$ cat config.mk
export PLATFORM = sky130hd
export DESIGN_NAME = reg_file_2w_flat
export DESIGN_NICKNAME = d
export VERILOG_FILES = /design/src/rtl/reg_file_pkg.sv /design/src/rtl/reg_file_2w_if.sv /design/src/rtl/reg_scoreboard.sv /design/src/rtl/reg_file_2w.sv /design/src/flat_wrapper.sv
export SDC_FILE = /design/constraint.sdc
export NUM_CORES = 2
export LEC_CHECK = 0
export CORE_ASPECT_RATIO = 0.7
export CORE_MARGIN = 10
export CORE_UTILIZATION = 63
export CTS_CLUSTER_SIZE = 20
export DETAILED_ROUTE_END_ITERATION = 8
export MAX_ROUTING_LAYER = met4
export PLACE_DENSITY = 0.81
export SYNTH_ARGS = -nofsm -noshare
export SYNTH_HDL_FRONTEND = slang
export SYNTH_HIERARCHICAL = 1
export SYNTH_SLANG_ARGS = --single-unit
$ cat constraint.sdc
create_clock -name clk -period 52 [get_ports clk]
set_input_delay 15.6 -clock clk [delete_from_list [all_inputs] [get_ports clk]]
set_output_delay 15.6 -clock clk [all_outputs]
set_load 0.01 [all_outputs]
$ cat src/rtl/reg_file_pkg.sv
// -----------------------------------------------------------------------------
// reg_file_pkg
// Shared constants for the dual-write register file and its busy scoreboard.
//   DATA_W_DEF / ADDR_W_DEF : default register width and address width
//   REG_ZERO                : address of the hardwired-zero register
//   PORT4_WINS              : when both write ports hit the same register in
//                             one cycle, port 4 (load writeback) is kept
// -----------------------------------------------------------------------------
package reg_file_pkg;

    localparam int DATA_W_DEF = 32;
    localparam int ADDR_W_DEF = 5;

    localparam int REG_ZERO = 0;

    // The load result is the younger producer, so it overrides the ALU result.
    localparam bit PORT4_WINS = 1'b1;

endpackage : reg_file_pkg

$ cat src/rtl/reg_file_2w_if.sv
// -----------------------------------------------------------------------------
// reg_file_2w_if
// Bundles the read, write and issue signals of the dual-write register file.
//   master : decode / writeback side (drives addresses, data, enables, issue)
//   slave  : register file side (returns read data and busy flags)
// Signals:
//   A1, A2        read addresses          RD1, RD2     read data
//   BUSY1, BUSY2  pending-producer flags
//   WE3, A3, WD3  ALU writeback port      WE4, A4, WD4 load writeback port
//   ISS, ISS_A    issue strobe and destination register
// -----------------------------------------------------------------------------
interface reg_file_2w_if
    import reg_file_pkg::*;
#(
    parameter int DATA_W = DATA_W_DEF,
    parameter int ADDR_W = ADDR_W_DEF
);

    logic [ADDR_W-1:0] A1;
    logic [ADDR_W-1:0] A2;
    logic [DATA_W-1:0] RD1;
    logic [DATA_W-1:0] RD2;
    logic              BUSY1;
    logic              BUSY2;

    logic              WE3;
    logic [ADDR_W-1:0] A3;
    logic [DATA_W-1:0] WD3;

    logic              WE4;
    logic [ADDR_W-1:0] A4;
    logic [DATA_W-1:0] WD4;

    logic              ISS;
    logic [ADDR_W-1:0] ISS_A;

    modport master (
        output A1, A2, WE3, A3, WD3, WE4, A4, WD4, ISS, ISS_A,
        input  RD1, RD2, BUSY1, BUSY2
    );

    modport slave (
        input  A1, A2, WE3, A3, WD3, WE4, A4, WD4, ISS, ISS_A,
        output RD1, RD2, BUSY1, BUSY2
    );

endinterface : reg_file_2w_if

$ cat src/rtl/reg_scoreboard.sv
// -----------------------------------------------------------------------------
// reg_scoreboard
// One busy bit per register, marking registers whose producer has issued but
// not yet written back. Decode reads two flags to detect RAW hazards.
// Ports:
//   clk, reset      clock, asynchronous active-high reset (clears all bits)
//   iss, iss_a      issue strobe and destination: sets busy[iss_a]
//   we3, a3         ALU writeback: clears busy[a3]
//   we4, a4         load writeback: clears busy[a4]
//   a1, a2          read addresses
//   busy1, busy2    busy[a1], busy[a2] (combinational)
// Optional: REG_FILE_BYPASS_EN makes a same-cycle write (without a same-cycle
// issue to that register) read as not busy.
// -----------------------------------------------------------------------------
module reg_scoreboard
    import reg_file_pkg::*;
#(
    parameter int ADDR_W = ADDR_W_DEF
) (
    input  logic              clk,
    input  logic              reset,
    input  logic              iss,
    input  logic [ADDR_W-1:0] iss_a,
    input  logic              we3,
    input  logic [ADDR_W-1:0] a3,
    input  logic              we4,
    input  logic [ADDR_W-1:0] a4,
    input  logic [ADDR_W-1:0] a1,
    input  logic [ADDR_W-1:0] a2,
    output logic              busy1,
    output logic              busy2
);

    localparam int DEPTH = 1 << ADDR_W;

    // Register 0 can never become busy.
    localparam logic [DEPTH-1:0] LIVE_MASK = ~(DEPTH'(1) << REG_ZERO);

    logic [DEPTH-1:0] busy;
    logic [DEPTH-1:0] set_mask;
    logic [DEPTH-1:0] clr_mask;
    logic [DEPTH-1:0] busy_next;

    always_comb begin
        set_mask = iss ? (DEPTH'(1) << iss_a) : '0;
        clr_mask = (we3 ? (DEPTH'(1) << a3) : '0) | (we4 ? (DEPTH'(1) << a4) : '0);
        // Set is applied after clear: a new producer issued in the same cycle
        // as the old one writes back keeps the register busy.
        busy_next = ((busy & ~clr_mask) | set_mask) & LIVE_MASK;
    end

    // NOTE: sequential state uses non-blocking assignments so every flop
    // samples pre-edge values regardless of process evaluation order.
    always_ff @(posedge clk or posedge reset) begin
        if (reset) begin
            busy <= '0;
        end else begin
            busy <= busy_next;
        end
    end

    always_comb begin
        // NOTE: outputs get a default first so no path leaves them unassigned,
        // which would otherwise infer a latch.
        busy1 = busy[a1];
        busy2 = busy[a2];
`ifdef REG_FILE_BYPASS_EN
        if (clr_mask[a1] && !set_mask[a1]) busy1 = 1'b0;
        if (clr_mask[a2] && !set_mask[a2]) busy2 = 1'b0;
`endif
    end

endmodule : reg_scoreboard

$ cat src/rtl/reg_file_2w.sv
// -----------------------------------------------------------------------------
// reg_file_2w
// 2-read / 2-write register file with a per-register busy scoreboard.
// Register 0 is hardwired to zero; writes to it are dropped.
// Ports:
//   clk    rising-edge clock
//   reset  asynchronous active-high reset: registers -> RESET_VAL, busy -> 0
//   bus    reg_file_2w_if.slave: combinational reads (RD1/RD2, BUSY1/BUSY2),
//          clocked writes on ports 3 (ALU) and 4 (load), issue strobe
// Parameters: DATA_W, ADDR_W (depth = 2**ADDR_W), RESET_VAL.
// Optional: REG_FILE_BYPASS_EN forwards same-cycle write data to the read
// ports (port 4 before port 3) and hides busy for same-cycle writebacks.
// -----------------------------------------------------------------------------
module reg_file_2w
    import reg_file_pkg::*;
#(
    parameter int                DATA_W    = DATA_W_DEF,
    parameter int                ADDR_W    = ADDR_W_DEF,
    parameter logic [DATA_W-1:0] RESET_VAL = '0
) (
    input logic         clk,
    input logic         reset,
    reg_file_2w_if.slave bus
);

    localparam int                DEPTH  = 1 << ADDR_W;
    localparam logic [ADDR_W-1:0] ZERO_A = ADDR_W'(REG_ZERO);

    logic [DATA_W-1:0] regs [DEPTH];

    logic wr3;
    logic wr4;

    assign wr3 = bus.WE3 && (bus.A3 != ZERO_A);
    assign wr4 = bus.WE4 && (bus.A4 != ZERO_A);

    // NOTE: the whole array is reset asynchronously because reset must clear
    // every register immediately; this forces flops rather than a RAM macro.
    always_ff @(posedge clk or posedge reset) begin
        if (reset) begin
            for (int i = 0; i < DEPTH; i++) begin
                regs[i] <= RESET_VAL;
            end
        end else if (PORT4_WINS) begin
            // Later non-blocking assignment to the same entry takes effect.
            if (wr3) regs[bus.A3] <= bus.WD3;
            if (wr4) regs[bus.A4] <= bus.WD4;
        end else begin
            if (wr4) regs[bus.A4] <= bus.WD4;
            if (wr3) regs[bus.A3] <= bus.WD3;
        end
    end

    always_comb begin
        bus.RD1 = (bus.A1 == ZERO_A) ? '0 : regs[bus.A1];
`ifdef REG_FILE_BYPASS_EN
        if (bus.A1 != ZERO_A) begin
            if (bus.WE4 && bus.A4 == bus.A1) begin
                bus.RD1 = bus.WD4;
            end else if (bus.WE3 && bus.A3 == bus.A1) begin
                bus.RD1 = bus.WD3;
            end
        end
`endif
    end

    always_comb begin
        bus.RD2 = (bus.A2 == ZERO_A) ? '0 : regs[bus.A2];
`ifdef REG_FILE_BYPASS_EN
        if (bus.A2 != ZERO_A) begin
            if (bus.WE4 && bus.A4 == bus.A2) begin
                bus.RD2 = bus.WD4;
            end else if (bus.WE3 && bus.A3 == bus.A2) begin
                bus.RD2 = bus.WD3;
            end
        end
`endif
    end

    reg_scoreboard #(
        .ADDR_W (ADDR_W)
    ) u_scoreboard (
        .clk   (clk),
        .reset (reset),
        .iss   (bus.ISS),
        .iss_a (bus.ISS_A),
        .we3   (bus.WE3),
        .a3    (bus.A3),
        .we4   (bus.WE4),
        .a4    (bus.A4),
        .a1    (bus.A1),
        .a2    (bus.A2),
        .busy1 (bus.BUSY1),
        .busy2 (bus.BUSY2)
    );

endmodule : reg_file_2w

$ cat src/flat_wrapper.sv
// flat-port wrapper written by rule: the top's interface ports become plain ports
module reg_file_2w_flat import reg_file_pkg::*;
#(
    parameter int                DATA_W    = DATA_W_DEF,
    parameter int                ADDR_W    = ADDR_W_DEF,
    parameter logic [DATA_W-1:0] RESET_VAL = '0
)
  (clk, reset, bus_A1, bus_A2, bus_WE3, bus_A3, bus_WD3, bus_WE4, bus_A4, bus_WD4, bus_ISS, bus_ISS_A, bus_RD1, bus_RD2, bus_BUSY1, bus_BUSY2);
  reg_file_2w_if #(.DATA_W(DATA_W), .ADDR_W(ADDR_W)) bus_i ();
  input logic clk;
  input logic reset;
  input wire logic [$bits(bus_i.A1)-1:0] bus_A1;
  input wire logic [$bits(bus_i.A2)-1:0] bus_A2;
  input wire logic [$bits(bus_i.WE3)-1:0] bus_WE3;
  input wire logic [$bits(bus_i.A3)-1:0] bus_A3;
  input wire logic [$bits(bus_i.WD3)-1:0] bus_WD3;
  input wire logic [$bits(bus_i.WE4)-1:0] bus_WE4;
  input wire logic [$bits(bus_i.A4)-1:0] bus_A4;
  input wire logic [$bits(bus_i.WD4)-1:0] bus_WD4;
  input wire logic [$bits(bus_i.ISS)-1:0] bus_ISS;
  input wire logic [$bits(bus_i.ISS_A)-1:0] bus_ISS_A;
  output wire logic [$bits(bus_i.RD1)-1:0] bus_RD1;
  output wire logic [$bits(bus_i.RD2)-1:0] bus_RD2;
  output wire logic [$bits(bus_i.BUSY1)-1:0] bus_BUSY1;
  output wire logic [$bits(bus_i.BUSY2)-1:0] bus_BUSY2;
  assign bus_i.A1 = bus_A1;
  assign bus_i.A2 = bus_A2;
  assign bus_i.WE3 = bus_WE3;
  assign bus_i.A3 = bus_A3;
  assign bus_i.WD3 = bus_WD3;
  assign bus_i.WE4 = bus_WE4;
  assign bus_i.A4 = bus_A4;
  assign bus_i.WD4 = bus_WD4;
  assign bus_i.ISS = bus_ISS;
  assign bus_i.ISS_A = bus_ISS_A;
  assign bus_RD1 = bus_i.RD1;
  assign bus_RD2 = bus_i.RD2;
  assign bus_BUSY1 = bus_i.BUSY1;
  assign bus_BUSY2 = bus_i.BUSY2;
  reg_file_2w #(.DATA_W(DATA_W), .ADDR_W(ADDR_W), .RESET_VAL(RESET_VAL)) u_core (.clk(clk), .reset(reset), .bus(bus_i));
endmodule
==> qor.txt <==
==============================================================================
Type of the worst setup path .................................... input pin to output pin
Max Fanout on Critical Path .....................................          103
Multiplexer area fraction after synthesis .......................        0.347
Count of cells resized by post-cts repair .......................            0
Hold slack ......................................................     0.396 ns
Period utilisation layout .......................................        0.704
Count of endpoints failing hold in the final timing report ......            0
Number of core rows .............................................           98
Total congestion overflow .......................................            0
Starting utilization of the core area ...........................        0.637
Clock buffer depth ..............................................            3
Violated checks ................................................. max-capacitance violations, max-slew violations
Critical R2R Launch ............................................. u_core/regs[463]
Detailed-placement wirelength estimate ..........................    141000 um
Die Ht ..........................................................       289 um
Largest net degree at the start of global routing ...............          184
Leading cell types in the layout, fill and taps excluded ........ mux2i_1 (1144), dfrtp_1 (1055), nor2_1 (537)
Worst EP required ...............................................     36.40 ns
Share of the synthesized area in compound gates (AO/OA/AOI/OAI) .        0.118
RePlAce Congestion ..............................................        0.971
Register bit total from synthesis ...............................         1055
Count of boundary I/O pins ......................................          160
DRT iter0 DRCs ..................................................        10200
Total negative setup slack ......................................         0 ns
Final setup skew ................................................         0 ns
Pins over their slew limit ......................................            1
Mean routed wirelength per cell .................................      34.0 um
Cell type of the slowest stage on the worst timing path .........       nor3_1
Number of sinks handled by clock tree synthesis .................         1055
Combinational family with the most area after synthesis ......... multiplexers
Length in cells of the worst reg-to-reg path ....................            2
GRT Resource Usage Total ........................................        0.423
Number of buffers inserted during clock tree synthesis ..........          102
Worst flop-to-flop path endpoint ................................ u_core/regs[463]
Share of cells above drive strength 1 ...........................        0.155
Delay contributed by the slowest stage of the critical path .....      1.18 ns
Launch instance of the worst min-delay path ..................... u_core/regs[1004]
Post-synthesis cell count .......................................         6073
Worst slew margin relative to its limit .........................     -0.00289
Class of the tightest hold or removal check ..................... register to register
Outcome ......................................................... finished with violations
Number of flops mapped to enable cells by yosys .................            0
Sequential share of the synthesized area ........................        0.405
CP arrival ......................................................     21.01 ns
# port buffers ..................................................          159
Post-synthesis area per instance ................................    10.7 um^2
Total chip power ................................................      2.73 mW
Global-route wire length before repair ..........................    358000 um
Number of iterations in the first detailed-routing pass .........            9
Routed vias .....................................................        55500
Number of synthesis warnings ....................................            6
Area share of xor/xnor cells in the synthesized design ..........            0
Hold path endpoint .............................................. u_core/regs[1004]
Post-synthesis adder-cell area fraction .........................            0
Total length of routed wires ....................................    245000 um
Leakage power ...................................................      29.9 nW
Startpoint types ................................................    input pin
Worst Setup End Kind ............................................   output pin
MaxCap Viol Count ...............................................            2
Post-Syn Area ...................................................  0.0652 mm^2
Worst hold stages ...............................................            0
Nets ............................................................         5828
Post-detailed-route DRC marker count ............................            0
Layout Area Growth over Synthesis ...............................        7.80%
Initial antenna violation count .................................           26
DRT antenna net count ...........................................            0
Clock latency reported for the late side of the worst-skew pair .      0.74 ns
Pre-CTS setup slack .............................................     15.69 ns
H-tree depth ....................................................            3
RSZ-0062 raised after global routing ............................           no
Most common cell after layout, fill and taps aside ..............      mux2i_1
Cells traversed along the worst timing path ..................... buf_8 -> buf_4 -> buf_4 -> mux4_2 -> mux4_2 -> o22ai_1 -> nor3_1 -> clkdlybuf4s50_1
TritonCTS clock tree ............................................         done
Cell Pwr Density ................................................ 38.8 mW/mm^2
Cts hold-fix bufs ...............................................            0
Cell variety after synth ........................................           53
Worst vdd ir ....................................................    0.0302 mV
Worst-case setup margin in the final layout .....................     15.39 ns
Area enclosed by the die boundary ...............................   0.117 mm^2
FF-to-FF setup slack ............................................     51.06 ns
Synth Net Count .................................................         6167
Core Footprint ..................................................   0.102 mm^2
Final-report setup violation count ..............................            0
Reg clk slew, reported paths ....................................      0.06 ns
Prevailing post-synth register cell .............................      dfrtp_1
FMAX ............................................................     27.3 MHz
Buffers inserted by post-CTS timing repair ......................            0
Simple logic cell fraction of the synthesized area ..............       0.0804
Via count of the first global-routing pass ......................        54300
Pin slew with the least headroom to its limit ...................      1.47 ns
Crit path time final ............................................     36.61 ns
Clock Tree Root .................................................    clkbuf_16
Fraction of registers with async set/reset ......................         1.00
Horizontal die dimension ........................................       405 um
Average vias per placed instance ................................         7.70
==============================================================================
[how the worst max path moves through the flow]
stage | from | endpoint | slack (ns) | depth (start not counted)
2_1_floorplan | reset | u_core/regs[0] | 7.58 | 1
3_3_place_gp | bus_A2[2] | bus_RD2[13] | 15.74 | 8
3_5_place_dp | bus_A2[2] | bus_RD2[13] | 15.69 | 8
4_1_cts | bus_A2[2] | bus_RD2[13] | 15.69 | 8
5_1_grt | bus_A2[2] | bus_RD2[13] | 15.39 | 8
6_report | bus_A2[2] | bus_RD2[29] | 15.39 | 8
[metrics by stage]
stage          cells   util  instance area (um^2)
4_1_cts         7167  0.686                 70200
3_3_place_gp    6980  0.652                 66700
5_1_grt         7195  0.687                 70300
3_5_place_dp    6980  0.652                 66700
6_report        7198  0.687                 70300
2_1_floorplan   6073      -                 65200
[worst max-delay path, delay by kind of cell]
family	cells	cell delay (ns)
AOI/OAI and AO/OA	1	0.11
buffers and inverters	4	3.18
muxes	2	0.69
and+or+nand+nor	1	1.18
[cell families after synthesis]
group,count (synthesis)
mux,1656
simple gates,1270
flops,1055
buf+inv,745
compound gates,1347
[power by group]
part / switching (mW) / total [mW] / internal [mW]
clock network: 0.344 / 0.794 / 0.451
logic: 0.332 / 0.705 / 0.373
registers: 0.198 / 1.23 / 1.03
total: 0.873 / 2.73 / 1.86
[synthesized netlist by cell type, drive strengths merged (4+ instances only)]
library cell / count / share of area
a2111oi: 30 / 0.0040
a211oi: 34 / 0.0039
a21oi: 528 / 0.041
a22o: 79 / 0.011
a22oi: 52 / 0.0060
a32o: 4 / 0.00061
a32oi: 20 / 0.0027
and2: 6 / 0.00058
and3: 10 / 0.00096
and3b: 5 / 0.00067
buf: 212 / 0.019
clkbuf: 527 / 0.030
dfrtp: 1055 / 0.40
inv: 6 / 0.00035
mux2: 33 / 0.0057
mux2i: 1144 / 0.18
mux4: 479 / 0.17
nand2: 519 / 0.030
nand2b: 19 / 0.0018
nand3: 16 / 0.0012
nand4: 5 / 0.00048
nor2: 563 / 0.032
nor2b: 24 / 0.0023
nor3: 60 / 0.0048
nor3b: 9 / 0.0011
nor4: 5 / 0.00048
o211ai: 5 / 0.00058
o21ai: 480 / 0.037
o221ai: 27 / 0.0036
o22ai: 79 / 0.0076
or2: 7 / 0.00067
or3b: 4 / 0.00054
[area by class of cell]
type	count	area, um^2
clock inverters	27	362
repair buffers	296	2650
well taps	1350	1690
flip-flops and latches	1055	26400
inverters	6	30.0
fillers	7203	32100
diodes	31	77.6
clock buffers	160	3120
multi-input cells	4273	36000
[metal layers]
layer | global-route usage | share of wire | wire, um
met1 | 0.519 | 0.34 | 84400
met2 | 0.552 | 0.40 | 98300
met3 | 0.206 | 0.18 | 44100
met4 | 0.268 | 0.073 | 17900
met5 | - | 0 | 0
[flip-flops by register name, indices dropped and copies added (netlist names)]
name	flops
u_core/regs	1024
u_core/u_scoreboard/busy	31
Note: power is estimated with default switching activity, not from simulation.
